### src/rtl/sib_pkg.sv
// Shared coefficient encodings, FSM state type and default sizes for the
// SampleInBall shuffle controller.
package sib_pkg;

   localparam int SIB_N          = 256;
   localparam int SIB_TAU        = 60;
   localparam int SIB_SIGN_BYTES = 8;

   localparam logic [1:0] COEFF_ZERO = 2'b00;
   localparam logic [1:0] COEFF_POS  = 2'b01;
   localparam logic [1:0] COEFF_NEG  = 2'b11;

   typedef enum logic [2:0] {
      IDLE,
      CLEAR,
      SIGN,
      SAMPLE,
      READ,
      WRITE,
      DONE
   } sib_state_e;

endpackage

### src/rtl/sib_shuffle_ctrl.sv
// SampleInBall shuffle controller: consumes sign bytes then candidate j bytes
// and drives the two-port coefficient memory. SIB_REJECT_CNT_EN adds rej_cnt_o.
module sib_shuffle_ctrl
   import sib_pkg::*;
#(
   parameter int N          = SIB_N,
   parameter int TAU        = SIB_TAU,
   parameter int ADDR_WIDTH = $clog2(N),
   parameter int DATA_WIDTH = 2,
   parameter int SIGN_BYTES = SIB_SIGN_BYTES
) (
   input  logic                                clk_i,
   input  logic                                rst_i,
   input  logic                                zeroize_i,
   input  logic                                start_i,
   input  logic                                byte_valid_i,
   input  logic [7:0]                          byte_i,
   output logic                                byte_ready_o,
   output logic                                mem_zeroize_o,
   output logic [1:0]                          mem_cs_o,
   output logic [1:0]                          mem_we_o,
   output logic [1:0][ADDR_WIDTH-1:0]          mem_addr_o,
   output logic [1:0][DATA_WIDTH-1:0]          mem_wdata_o,
   input  logic [1:0][DATA_WIDTH-1:0]          mem_rdata_i,
   output logic                                busy_o,
`ifdef SIB_REJECT_CNT_EN
   output logic [15:0]                         rej_cnt_o,
`endif
   output logic                                done_o
);

   localparam int SIGN_W = 8 * SIGN_BYTES;
   localparam int K_W    = $clog2(64);
   localparam int SC_W   = $clog2(SIGN_BYTES + 1);
   localparam int CMP_W  = (ADDR_WIDTH > 8) ? ADDR_WIDTH : 8;

   if (TAU > 64 || TAU > N) begin : g_tau_chk
      $error("sib_shuffle_ctrl: TAU must not exceed 64 or N");
   end

   sib_state_e            state_q, state_d;
   logic [SIGN_W-1:0]     sign_q, sign_d;
   logic [ADDR_WIDTH-1:0] i_q, i_d;
   logic [ADDR_WIDTH-1:0] j_q, j_d;
   logic [K_W-1:0]        k_q, k_d;
   logic [SC_W-1:0]       sc_q, sc_d;
   logic                  clr;
   logic                  accept;
   logic                  reject;
   logic                  unused_rdata0;

   assign clr           = rst_i | zeroize_i;
   // Never hand-shake a byte in a cycle whose state is about to be discarded.
   assign byte_ready_o  = ((state_q == SIGN) || (state_q == SAMPLE)) && !clr;
   assign accept        = byte_valid_i & byte_ready_o;
   assign reject        = accept && (state_q == SAMPLE) && (CMP_W'(byte_i) > CMP_W'(i_q));
   assign busy_o        = (state_q != IDLE);
   assign done_o        = (state_q == DONE);
   assign mem_zeroize_o = zeroize_i | (state_q == CLEAR);
   assign unused_rdata0 = ^mem_rdata_i[0];

   always_comb begin
      state_d = state_q;
      sign_d  = sign_q;
      i_d     = i_q;
      j_d     = j_q;
      k_d     = k_q;
      sc_d    = sc_q;
      unique case (state_q)
         IDLE: if (start_i) state_d = CLEAR;
         CLEAR: begin
            i_d     = ADDR_WIDTH'(N - TAU);
            k_d     = '0;
            sc_d    = '0;
            state_d = SIGN;
         end
         SIGN: if (accept) begin
            // Shift in from the top so byte 0 lands in bits [7:0].
            sign_d = {byte_i, sign_q[SIGN_W-1:8]};
            sc_d   = sc_q + 1'b1;
            if (sc_q == SC_W'(SIGN_BYTES - 1)) state_d = SAMPLE;
         end
         SAMPLE: if (accept && !reject) begin
            j_d     = ADDR_WIDTH'(byte_i);
            state_d = READ;
         end
         READ: state_d = WRITE;
         WRITE: begin
            k_d = k_q + 1'b1;
            if (i_q == ADDR_WIDTH'(N - 1)) begin
               state_d = DONE;
            end else begin
               i_d     = i_q + 1'b1;
               state_d = SAMPLE;
            end
         end
         DONE: state_d = IDLE;
         default: state_d = IDLE;
      endcase
   end

   // When i==j both ports target one address; port 1 (sign value) wins in the memory.
   always_comb begin
      mem_cs_o    = '0;
      mem_we_o    = '0;
      mem_addr_o  = '0;
      mem_wdata_o = '0;
      case (state_q)
         READ: begin
            mem_cs_o[1]   = 1'b1;
            mem_addr_o[1] = j_q;
         end
         WRITE: begin
            mem_cs_o       = 2'b11;
            mem_we_o       = 2'b11;
            mem_addr_o[0]  = i_q;
            mem_addr_o[1]  = j_q;
            mem_wdata_o[0] = mem_rdata_i[1];
            mem_wdata_o[1] = sign_q[k_q] ? DATA_WIDTH'(COEFF_NEG) : DATA_WIDTH'(COEFF_POS);
         end
         default: ;
      endcase
   end

   always_ff @(posedge clk_i) begin
      if (clr) begin
         state_q <= IDLE;
         sign_q  <= '0;
         i_q     <= '0;
         j_q     <= '0;
         k_q     <= '0;
         sc_q    <= '0;
      end else begin
         state_q <= state_d;
         sign_q  <= sign_d;
         i_q     <= i_d;
         j_q     <= j_d;
         k_q     <= k_d;
         sc_q    <= sc_d;
      end
   end

`ifdef SIB_REJECT_CNT_EN
   logic [15:0] rej_cnt_q, rej_cnt_d;

   always_comb begin
      rej_cnt_d = rej_cnt_q;
      if (state_q == CLEAR) rej_cnt_d = '0;
      else if (reject && (rej_cnt_q != 16'hFFFF)) rej_cnt_d = rej_cnt_q + 16'd1;
   end

   always_ff @(posedge clk_i) begin
      if (clr) rej_cnt_q <= '0;
      else     rej_cnt_q <= rej_cnt_d;
   end

   assign rej_cnt_o = rej_cnt_q;
`endif

endmodule

### config.mk
export PLATFORM = sky130hd
export DESIGN_NAME = sib_shuffle_ctrl
export DESIGN_NICKNAME = d
export VERILOG_FILES = /design/src/rtl/sib_pkg.sv /design/src/rtl/sib_shuffle_ctrl.sv
export SDC_FILE = /design/constraint.sdc
export NUM_CORES = 1
export LEC_CHECK = 0
export CELL_PAD_IN_SITES_DETAIL_PLACEMENT = 0
export CELL_PAD_IN_SITES_GLOBAL_PLACEMENT = 1
export CORE_MARGIN = 1.5
export CORE_UTILIZATION = 43
export CTS_CLUSTER_DIAMETER = 40
export CTS_CLUSTER_SIZE = 30
export DETAILED_ROUTE_END_ITERATION = 7
export PLACE_DENSITY_LB_ADDON = 0.1
export SLEW_MARGIN = 20
export SYNTH_ARGS = -nofsm -noshare
export SYNTH_HDL_FRONTEND = slang
export SYNTH_SLANG_ARGS = --single-unit
### constraint.sdc
create_clock -name clk_i -period 3.1 [get_ports clk_i]
set_input_delay 0.93 -clock clk_i [delete_from_list [all_inputs] [get_ports clk_i]]
set_output_delay 0.93 -clock clk_i [all_outputs]
set_load 0.005 [all_outputs]
==> run_results.csv <==
group,metric,value,unit
placed_design,place_inst,688,
critical_path,max_stage_delay,520,ps
floorplanning,rows,36,
sta,fin_crit,3110,ps
sta,rsz0062_at_grt,"true",
finish,layout.nets,595,
grt,track_usage,20.1,%
routing,antenna_left,0,
sta,layout_setup_ws,-11.3,ps
floorplanning,fp.dieH,104,um
critical_path,cp.arrival,2180,ps
synthesis,synth_fp_nets,558,
critical_path,end_kind,"output port",
job,maxCapViolations,0,
synthesis,yosys_warnings,0,
critical_path,criticalPathCategory,"reg2out",
finish,layout.cells.non_filler,705,
floorplanning,dieWidth,104,um
placed_design,port_buffers,42,
sta,hold-worst-slack,456,ps
clocking,cts_buffers,9,
clocking,cts_tree,"yes",
synthesis,synth_edf_count,0,
status,violations,"negative setup slack",
routing,via_count,3757,
critical_path,cp_cell_sequence,"buf_12, mux4_2, mux4_2, nor2_4, o21ai_2, buf_2",
critical_path,cpMaxStageDelayCell,"mux4_2",
grt,grt_max_degree,82,
synthesis,synth_top_area_share,42.4,%
routing,drtIter0Drc,156,
grt,gr-total-overflow,0,
sta,max_slew.worst_pin.slew,501,ps
power_and_ir_drop,p_leak,0.00169,uW
sta,relSlewSlack,66.5,%
synthesis,ys_seq_area_share,42.4,%
synthesis,synthCells,530,
routing,wirelength,10700,um
critical_path,cpMostUsedCell,"mux4_2",
clocking,cts_root_buf,"clkbuf_8",
sta,finalCritPeriodShare,100,%
synthesis,synth_top_area_cell,"dfxtp_1",
routing,wl_per_cell,15.1,um
placed_design,post-dp-hpwl,7140,um
sta,finalClockSkew,10.7,ps
grt,antenna_found_initial,0,
synthesis,syn_area_per_cell,8.28,um2
synthesis,synthDistinctLibCells,44,
clocking,insertion_delay,370,ps
sta,hold_viol,0,
floorplanning,boundaryPins,45,
placed_design,gp_congestion,0.869,
finish,diodes,0,
clocking,ctsHoldBuffers,0,
critical_path,cp_top_family,"multiplexers",
synthesis,synth_area_leaders,"dfxtp_1, nand2_1, a21oi_1",
synthesis,ys_ff_latch,93,
power_and_ir_drop,design_power_total,2030,uW
critical_path,worstPathMaxFanout,7,
clocking,htree_levels,3,
power_and_ir_drop,powerDensity,390,nW/um2
placed_design,place_area,5030,um2
status,status,"complete, but fails checks",
routing,viasPerCell,5.33,
synthesis,yosys_most_used_dff,"dfxtp_1",
sta,max_freq,0.321,GHz
routing,drc,0,
floorplanning,coreArea,9820,um2
min_path,hold_class,"reg2reg",
clocking,clk_pin_slew,90,ps
clocking,cts_sinks,93,
routing,dr.pass1.iters,5,
finish,finalInstanceArea,5220,um2
floorplanning,start_util,44.7,%
finish,areaGrowthSynthToFinish,18.8,%
synthesis,synth_area,4390,um2
power_and_ir_drop,ir_drop,0.216,mV
sta,setup_violations,1,
sta,setup_tns,-11.3,ps
floorplanning,die_area,10800,um2
clocking,clock_path_buffers,2,
sta,slew_violations,0,
grt,grt_first_pass_wirelength,17600,um
critical_path,required,2170,ps
finish,drive_gt1_share,10.7,%
grt,first_global_vias,3472,
critical_path,path_buf_inv,2,
critical_path,critPathLaunchType,"register",
synthesis,async_flop_share,0,%
[power breakdown]
| group | internal (uW) | leakage [uW] | switching (uW) | total [uW] |
|---|---|---|---|---|
| Combinational | 46.7 | 0.000854 | 66.8 | 113 |
| Sequential | 1200 | 0.000750 | 3.02 | 1200 |
| Clock | 295 | 0.0000841 | 426 | 721 |
| Total | 1540 | 0.00169 | 495 | 2030 |
[tightest hold or removal path, stage by stage, from the launching register on]
cell	delay (ps)
dfxtp_1	320
nand2_1	50
a21oi_1	50
[registers in the layout, indices dropped and copies added (netlist names)]
register,cells
i_q,8
j_q,8
k_q,6
state_q,3
sc_q,4
sign_q,64
[logic make-up after synthesis]
family / Yosys count / synth area share, %
AOI/OAI and AO/OA: 116 / 14.2
muxes: 22 / 10.2
buffers and inverters: 50 / 5.56
and+or+nand+nor: 229 / 22.7
DFF: 93 / 42.4
xor gates and xnor gates: 9 / 1.80
adders and majority gates: 11 / 3.13
[worst paths after layout]
path	to	start	cells after the start	slack (ps)
setup / recovery	mem_wdata_o[3]	k_q[1]	6	-10
hold / removal	sign_q[3]	sign_q[3]	2	460
setup reg to reg	state_q[0]	i_q[1]	8	1060
hold reg to reg	sign_q[3]	sign_q[3]	2	460
[routing by layer]
metal	wire (um)	vias to the layer above	global-route usage, %
met2	4710	61	29.4
met1	5480	1786	29.8
met4	141	0	6.75
li1	-	1897	-
met3	337	13	3.32
met5	0	-	0
[cell usage in the layout (no fill, tap or decap), types with 13 or more instances in the layout]
cell,netlist,routed
buf_4,9,16
nor2_1,29,27
a21oi_1,87,87
dfxtp_1,93,92
nand3_1,16,16
mux4_2,13,15
o21ai_0,13,13
nand2_1,145,145
clkdlybuf4s50_1,0,39
[synth_stat cells, drive strengths merged (2+ instances only)]
cell      n
and3      4
xnor2     4
a31oi     2
mux4     17
nor2b     2
nand3    16
ha       11
nor3      3
nand4     7
nand2   145
clkbuf   15
nand3b    4
dfxtp    93
or3       2
mux2i     4
xor2      5
nand2b    3
and2      9
o211ai    2
nor2     29
a22oi     2
a311oi    3
buf      24
inv      11
o21ai    14
a21oi    87
[repair_timing]
action / 4_1_cts / 5_1_grt
resized for setup: 9 / 4
pin swaps: 2 / 3
endpoints found under the setup margin: 1 / 2
buffers inserted: 0 / 1
cloned: 0 / 0
hold endpoints to repair: 0 / 0
[stage by stage]
| step | setup slack (ps) | utilization, % |
|---|---|---|
| global route | -87.4 | 53.1 |
| CTS | -48.8 | 52.9 |
| detailed placement | -65.9 | 51.3 |
| finish | -11.3 | 53.1 |
| global placement | -52.6 | 51.3 |
| floorplan | 562 | - |
[layout make-up]
class                           instances  area [um2]
Clock buffer                           11         131
Clock inverter                          5        35.0
Fill cell                             984        4600
Inverter                               11        41.3
Multi-Input combinational cell        387        2300
Sequential cell                        93        1860
Tap cell                              133         166
Timing Repair Buffer                   65         681
(Power assumes the default switching activity.)
